File: src/rtl/spi_double_buffer.sv
// Ping-pong word buffer between the NITTA-side writer and the SPI-side reader.
// The writer fills bank `bank_sel` while the reader drains bank `~bank_sel`.
// A `swap` strobe exchanges the two banks at a transfer boundary.
//
// Strobe semantics: `wr`, `oe` and `swap` are level-sampled once per rising
// edge, and each high cycle counts as one event. There is no back-pressure.
//   - A write while `wr_full` is dropped and raises `overflow`.
//   - A read while `rd_empty` is ignored and raises `underflow`.
//   - `data_out` shows the current read word combinationally (first-word
//     fall-through). `oe` consumes that word at the edge.
module spi_double_buffer #(
  parameter int DATA_WIDTH = 32,
  parameter int BUF_SIZE   = 8,
  parameter int ADDR_WIDTH = $clog2(BUF_SIZE)
) (
  input  logic                  clk,
  input  logic                  rst,
  input  logic                  swap,
  input  logic                  wr,
  input  logic [DATA_WIDTH-1:0] data_in,
  input  logic                  oe,
  output logic [DATA_WIDTH-1:0] data_out,
  output logic [ADDR_WIDTH:0]   wr_count,
  output logic [ADDR_WIDTH:0]   rd_count,
  output logic                  wr_full,
  output logic                  rd_empty,
  output logic                  overflow,
  output logic                  underflow
);

  localparam logic [ADDR_WIDTH:0] FULL_COUNT = (ADDR_WIDTH+1)'(BUF_SIZE);

  // Two banks stored flat; the bank select bit is the top address bit.
  logic [DATA_WIDTH-1:0] mem [0:2*BUF_SIZE-1];

  logic                bank_sel;
  logic [ADDR_WIDTH:0] wr_ptr;
  logic [ADDR_WIDTH:0] rd_ptr;
  logic [ADDR_WIDTH:0] rd_len;
  logic                wr_en;
  logic                rd_en;

  assign wr_full  = (wr_ptr == FULL_COUNT);
  assign rd_empty = (rd_ptr == rd_len);
  assign wr_count = wr_ptr;
  assign rd_count = rd_len - rd_ptr;

  // A write is accepted whenever there is room, including on a swap edge.
  // In that case it lands in the outgoing bank.
  assign wr_en = wr && !wr_full && !rst;
  // A swap takes precedence over a read in the same cycle.
  assign rd_en = oe && !rd_empty && !swap;

  // Memory write port; contents are never reset, and the data_out mask hides stale words.
  always_ff @(posedge clk) begin
    if (wr_en) begin
      mem[{bank_sel, wr_ptr[ADDR_WIDTH-1:0]}] <= data_in;
    end
  end

  // Read word, masked to zero while the read bank has nothing unread.
  always_comb begin
    data_out = '0;
    if (!rd_empty) begin
      data_out = mem[{~bank_sel, rd_ptr[ADDR_WIDTH-1:0]}];
    end
  end

  // Bank select, pointers, read length and sticky error flags.
  always_ff @(posedge clk) begin
    if (rst) begin
      bank_sel  <= 1'b0;
      wr_ptr    <= '0;
      rd_ptr    <= '0;
      rd_len    <= '0;
      overflow  <= 1'b0;
      underflow <= 1'b0;
    end else begin
      if (wr && wr_full) begin
        overflow <= 1'b1;
      end
      if (swap) begin
        // Any unread words in the old read bank are discarded without error.
        bank_sel <= ~bank_sel;
        rd_len   <= wr_ptr + {{ADDR_WIDTH{1'b0}}, wr_en};
        rd_ptr   <= '0;
        wr_ptr   <= '0;
      end else begin
        if (wr_en) begin
          wr_ptr <= wr_ptr + 1'b1;
        end
        if (rd_en) begin
          rd_ptr <= rd_ptr + 1'b1;
        end else if (oe) begin
          underflow <= 1'b1;
        end
      end
    end
  end

endmodule

File: config.mk
export PLATFORM = sky130hd
export DESIGN_NAME = spi_double_buffer
export DESIGN_NICKNAME = d
export VERILOG_FILES = /design/src/rtl/spi_double_buffer.sv
export SDC_FILE = /design/constraint.sdc
export NUM_CORES = 1
export LEC_CHECK = 0
export BUFFER_PORTS_ARGS = -buffer_cell sky130_fd_sc_hd__buf_2
export CAP_MARGIN = 25
export CORE_AREA = 2 2 241 219
export CTS_CLUSTER_SIZE = 25
export DETAILED_ROUTE_END_ITERATION = 8
export DIE_AREA = 0 0 243 221
export PLACE_DENSITY_LB_ADDON = 0.1
export SLEW_MARGIN = 5
export SYNTH_ARGS = -nofsm -noshare
export SYNTH_HDL_FRONTEND = slang
export SYNTH_SLANG_ARGS = --single-unit
File: constraint.sdc
create_clock -name clk -period 6.3 [get_ports clk]
set_input_delay 1.89 -clock clk [delete_from_list [all_inputs] [get_ports clk]]
set_output_delay 1.89 -clock clk [all_outputs]
set_load 0.05 [all_outputs]
==> results of run 1 <==
-- worst min-delay path: cells and delay by family (launching register included) --
kind / cells / cell delay [ns]
compound gates: 1 / 0.04
flops: 1 / 0.32
simple gates: 1 / 0.07
-- Yosys cell counts, types with 2 or more instances --
| cell | n | area, µm² |
|---|---|---|
| ha_1 | 10 | 125 |
| nor3_1 | 5 | 25.0 |
| dfxtp_1 | 15 | 300 |
| buf_12 | 3 | 60.1 |
| mux2i_1 | 3 | 30.0 |
| buf_1 | 7 | 26.3 |
| xnor2_1 | 6 | 52.6 |
| clkbuf_1 | 24 | 90.1 |
| nand3_1 | 4 | 20.0 |
| edfxtp_1 | 512 | 15400 |
| a211oi_1 | 2 | 15.0 |
| nor2b_1 | 33 | 206 |
| nand2_1 | 6 | 22.5 |
| xor2_1 | 6 | 52.6 |
| mux2_2 | 32 | 360 |
| mux4_2 | 128 | 2880 |
| o211ai_1 | 3 | 22.5 |
| a21oi_1 | 4 | 20.0 |
| inv_1 | 11 | 41.3 |
| nor2_1 | 28 | 105 |
| buf_2 | 12 | 60.1 |
| nand2b_1 | 2 | 12.5 |
| a221o_1 | 32 | 320 |
-- registers in the layout, summed over array words and instances, names as in the netlist --
name / flops
mem: 512
overflow: 1
underflow: 1
rd_ptr: 4
rd_len: 4
wr_count: 4
bank_sel: 1
-- logic make-up (layout without fill, tap and decap cells) --
| kind of cell | Yosys count | count (layout) | synth area share (%) |
|---|---|---|---|
| AO/OA/AOI/OAI | 43 | 43 | 1.92 |
| XOR/XNOR | 12 | 12 | 0.517 |
| adder cells (fa/ha/maj) | 11 | 11 | 0.714 |
| buffers and inverters | 59 | 217 | 1.46 |
| flip-flops | 527 | 527 | 77.1 |
| multiplexers | 163 | 163 | 16.1 |
| AND/OR/NAND/NOR | 84 | 84 | 2.16 |
-- layout by cell type (no fill, tap or decap), types with 2 or more instances in the layout --
cell type	n
nor2b_1	33
a21oi_1	4
ha_1	10
clkbuf_1	16
nand3_1	4
dfxtp_4	3
clkinv_2	11
mux2i_1	3
edfxtp_1	512
clkinv_4	2
nand2_1	6
nand2b_1	2
nor2_1	15
dfxtp_1	12
mux2_2	32
a211oi_1	2
xnor2_1	6
clkbuf_16	55
o211ai_1	3
xor2_1	6
mux4_2	128
clkinv_1	11
a221o_1	32
bufinv_16	3
buf_4	25
inv_1	11
buf_2	80
nor2_4	13
clkinv_8	2
nor3_2	4
-- power by group through the flow --
| stage | sequential, mW | combinational, mW | clock [mW] |
|---|---|---|---|
| CTS | 3.88 | 0.338 | 3.14 |
| finish | 3.88 | 0.331 | 3.04 |
| global route | 3.88 | 0.354 | 3.27 |
| floorplan | 3.95 | 0.208 | 0 |
| detailed placement | 3.95 | 0.338 | 0 |
| global placement | 3.95 | 0.336 | 0 |
-- routing by layer --
metal / GRT usage (%) / part of all wire, % / vias up
met5: 0 / 0.095 / -
met4: 4.41 / 1.8 / 6
met3: 2.92 / 3.8 / 55
met2: 25.9 / 48 / 157
met1: 22.8 / 46 / 4963
li1: - / - / 4016
-- final timing paths --
path	depth (start not counted)	from	to	slack (ns)
setup / recovery	7	rd_ptr[0]$_SDFFE_PP0P_	data_out[30]	0.96
hold / removal	2	overflow$_SDFFE_PP0P_	overflow$_SDFFE_PP0P_	0.47
setup reg to reg	8	wr_count[0]$_SDFFE_PP0P_	mem[14][17]$_DFFE_PP_	3.03
hold reg to reg	2	overflow$_SDFFE_PP0P_	overflow$_SDFFE_PP0P_	0.47
-- final cells by class --
cell class	instances	area (µm²)	area share [%]
Sequential cell	527	15700	67.2
Inverter	11	41.3	0.177
Clock buffer	71	1440	6.15
Timing Repair Buffer	106	608	2.60
Clock inverter	29	236	1.01
Tap cell	688	861	3.69
Multi-Input combinational cell	313	4480	19.2
-- per-stage QoR --
| step | worst slack (ns) | cells | util [%] | area [µm²] |
|---|---|---|---|---|
| 6_report | 0.959 | 1745 | 45.6 | 23300 |
| 3_5_place_dp | 1.48 | 1645 | 42.3 | 21700 |
| 4_1_cts | 0.815 | 1745 | 45.6 | 23300 |
| 2_1_floorplan | 1.07 | 899 | - | 20300 |
| 5_1_grt | 0.726 | 1745 | 45.6 | 23300 |
| 3_3_place_gp | 1.52 | 1645 | 42.3 | 21700 |
==> impl_metrics.yaml, run 1 <==
outcome:
  status: "finished, final reports clean"
timing:
  tns_ns: 0
  max_slew.worst_pin.slew_ns: 1.06
  max_freq_mhz: 187
  finalSetupViolCount: 0
  grt_setup_unrepaired: "false"
  hold_viol_final: 0
  hold_ws_ns: 0.468
  slew_viol_final: 0
  slew_headroom_pct: 29.1
  clock_skew_ns: 0.0163
  period_share_pct: 84.8
  final.min_clock_period_ns: 5.34
routing:
  viasPerCell: 5.27
  drc: 0
  via_count: 9197
  first_pass_iters: 5
  wl_per_cell_um: 24.7
  totalWireLength_um: 43100
  postRouteAntennaNets: 0
  drt_iter0_markers: 678
logic_synthesis:
  ys.flop_type: "edfxtp_1"
  synth-edff-count: 512
  syn_area_per_cell_um2: 22.6
  yosys.cell_types.count: 34
  ys_warn_count: 0
  ys_ff_latch: 527
  synth.net_count: 947
  synth-async-reset-ratio_pct: 0
  synth-seq-area-share_pct: 77.1
  synth_area_um2: 20300
  synth_cells: 899
power_and_ir_drop:
  p_leak_nw: 7.27
  fin_total_pwr_mw: 7.25
  peakVddDrop_uv: 195
  p_clk_share_pct: 42.0
  p_int_mw: 5.69
  swShare_pct: 21.6
  p_comb_share_pct: 4.6
  seqPwrFrac_pct: 53.5
  cellPowerDensity_nw_per_um2: 311
  p_sw_mw: 1.56
setup_path:
  crit_family: "simple AND/OR/NAND/NOR gates"
  path_cells: "ha_1 > nand3_1 > nor2_1 > nor2_4 > buf_4 > a221o_1 > buf_2"
  critical-path-slowest-cell: "dfxtp_4"
  cp.arrival_ns: 3.45
  critPathCaptureType: "output port"
  cp_slowest_stage_delay_ns: 0.67
  critical_path.max_fanout: 26
  cp_num_buf_inv: 2
  crit_type: "flop to output port"
  cp.required_ns: 4.41
  cp-start-kind: "flop"
final_layout:
  fill_cells: 4420
  area_growth_syn_to_layout_pct: 14.9
  drive_above_1_share_pct: 34.2
  antenna_cells: 0
  nets: 1062
clock_network:
  clockBufferDepth: 3
  ctsHoldBuffers: 0
  cts.repair.resized: 0
  cts_tree: "built"
  cts_root_buf: "clkbuf_16"
  post_cts_buffers: 0
  cts_htree_levels: 2
  clock_latency_ns: 0.61
  clkTransAtPathRegs_ns: 0.06
  cts_sinks: 527
  cts_buffers: 55
global_routing:
  antenna_found_initial: 3
  track_usage_pct: 16.1
  grt-ovfl-total: 0
  grt_pass1_wl_um: 64000
  grt_max_degree: 133
  grt_pass1_vias: 9662
die:
  fp.dieH_um: 221
  dieWidth_um: 243
  initial_core_util_pct: 39.7
  ioPinCount: 81
  fp.dieArea_um2: 53700
  core-area_um2: 51200
  rows: 79
place:
  dp_hpwl_um: 23600
  gp_congestion: 0.698
  io_buffers: 80
run:
  drv_cap: 0
worst_hold_path:
  hp-class: "flop to flop"
Power figures use the tool's default switching activity.
==> inputs of run 2 (changes only) <==
==> constraint.sdc (replaced) <==
create_clock -name clk -period 5.15 [get_ports clk]
set_input_delay 1.545 -clock clk [delete_from_list [all_inputs] [get_ports clk]]
set_output_delay 1.545 -clock clk [all_outputs]
set_load 0.05 [all_outputs]
==> run 2 against run 1 <==
  * Combinational power grew 26%
  * Non-clock buffer count grew 8
  * Via count grew 0.88%
  * Critical path depth shrank 2
  * Global-route usage grew 0.38 points
  * Final cell count is the same
  * Utilization grew 0.10 points
  * Critical path type unchanged
==> impl_metrics.yaml, run 2 (same netlist as run 1, synthesis figures left out) <==
die:
  fp.dieH_um: 221
  dieWidth_um: 243
  initial_core_util_pct: 39.7
  rows: 79
  ioPinCount: 81
  fp.dieArea_um2: 53700
  core-area_um2: 51200
timing:
  tns_ns: 0
  max_slew.worst_pin.slew_ns: 0.988
  clock_skew_ns: 0.00711
  hold_viol_final: 0
  finalSetupViolCount: 0
  slew_viol_final: 0
  final.min_clock_period_ns: 4.79
  max_freq_mhz: 209
  period_share_pct: 93.1
  grt_setup_unrepaired: "false"
  slew_headroom_pct: 34.1
final_layout:
  drive_above_1_share_pct: 34.4
  nets: 1069
  final_common_cell: "edfxtp_1"
  fin_util_pct: 45.7
  antenna_cells: 0
  area_growth_syn_to_layout_pct: 15.1
  layout_common_cells: "edfxtp_1 (512), mux4_2 (128), buf_2 (80)"
  largest_reg_flops: 512
power_and_ir_drop:
  peakVddDrop_uv: 291
  p_leak_nw: 7.28
  cellPowerDensity_nw_per_um2: 372
clock_network:
  cts_htree_levels: 2
  clock_latency_ns: 0.59
  ctsHoldBuffers: 0
  clockBufferDepth: 3
  clkTransAtPathRegs_ns: 0.06
  cts_root_buf: "clkbuf_16"
  cts_sinks: 527
  cts.repair.resized: 0
  cts_tree: "built"
  post_cts_buffers: 0
  cts_buffers: 54
setup_path:
  cp_num_buf_inv: 2
  critical-path-slowest-cell: "buf_12"
  cp-start-kind: "flop"
  cp_slowest_stage_delay_ns: 0.71
  cp.arrival_ns: 3.25
  cp.required_ns: 3.61
  critPathCaptureType: "output port"
  crit_family: "buffers and inverters"
  path_cells: "buf_12 > mux4_2 > mux2_2 > a221o_1 > buf_2"
  crit_type: "flop to output port"
  critical_path.max_fanout: 132
routing:
  first_pass_iters: 4
  totalWireLength_um: 43200
  wl_per_cell_um: 24.8
  viasPerCell: 5.32
  drt_iter0_markers: 789
  postRouteAntennaNets: 0
  drc: 0
  via_count: 9278
global_routing:
  grt_pass1_vias: 10053
  grt_max_degree: 133
  track_usage_pct: 16.5
  grt-ovfl-total: 0
  grt_pass1_wl_um: 65600
  antenna_found_initial: 1
worst_hold_path:
  hp-class: "flop to flop"
place:
  dp_hpwl_um: 23700
  io_buffers: 80
  gp_congestion: 0.708
outcome:
  status: "finished, final reports clean"
run:
  drv_cap: 0
[run 2: final cells by class]
| cell class | instances | area [µm²] |
|---|---|---|
| sequential | 527 | 15700 |
| timing repair buffer | 114 | 771 |
| multi-input combinational | 313 | 4480 |
| tap | 688 | 861 |
| fill | 4444 | 27800 |
| clock buffer | 69 | 1430 |
| clock inverter | 23 | 134 |
| inverter | 11 | 41.3 |
[run 2: per-layer routing]
metal	part of all wire (%)	GRT usage, %	vias up	wire [µm]
met5	0.023	0	-	10
met1	46	24.0	4989	20000
met3	4.8	2.79	76	2070
li1	-	-	4028	-
met2	47	25.7	183	20100
met4	2.4	5.17	2	1030
[run 2: metrics by stage]
stage	hold slack [ns]	instances	worst slack, ns	instance area, µm²	total power [mW]
floorplan	0.460	899	0.265	20300	5.09
global placement	0.454	1651	0.640	21800	5.25
detailed placement	0.470	1652	0.943	21800	5.25
CTS	0.484	1744	0.289	23400	8.83
global route	0.532	1745	0.211	23400	9.02
finish	0.476	1745	0.358	23400	8.71
[run 2: where the power goes]
| group | total (mW) | switching, mW | leakage [nW] | internal [mW] |
|---|---|---|---|---|
| Clock | 3.55 | 1.56 | 0.768 | 1.99 |
| Sequential | 4.74 | 0.0108 | 4.74 | 4.73 |
| Combinational | 0.417 | 0.300 | 1.78 | 0.117 |
| Total | 8.71 | 1.87 | 7.28 | 6.83 |
[run 2: final timing paths]
kind | startpoint | to | slack (ns) | cells after the start
hold reg to reg | overflow$_SDFFE_PP0P_ | overflow$_SDFFE_PP0P_ | 0.48 | 2
hold / removal | overflow$_SDFFE_PP0P_ | overflow$_SDFFE_PP0P_ | 0.48 | 2
setup reg to reg | wr_count[1]$_SDFFE_PP0P_ | mem[14][8]$_DFFE_PP_ | 1.95 | 8
setup / recovery | rd_ptr[1]$_SDFFE_PP0P_ | data_out[28] | 0.36 | 5
[run 2: worst register-to-register path, stage by stage, from the launching register on]
cell	delay [ns]
dfxtp_1	0.48
inv_1	0.11
ha_1	0.21
nand3b_1	0.16
inv_1	0.11
nor3_1	0.40
nand2_1	0.33
nor2_4	0.71
buf_4	0.37
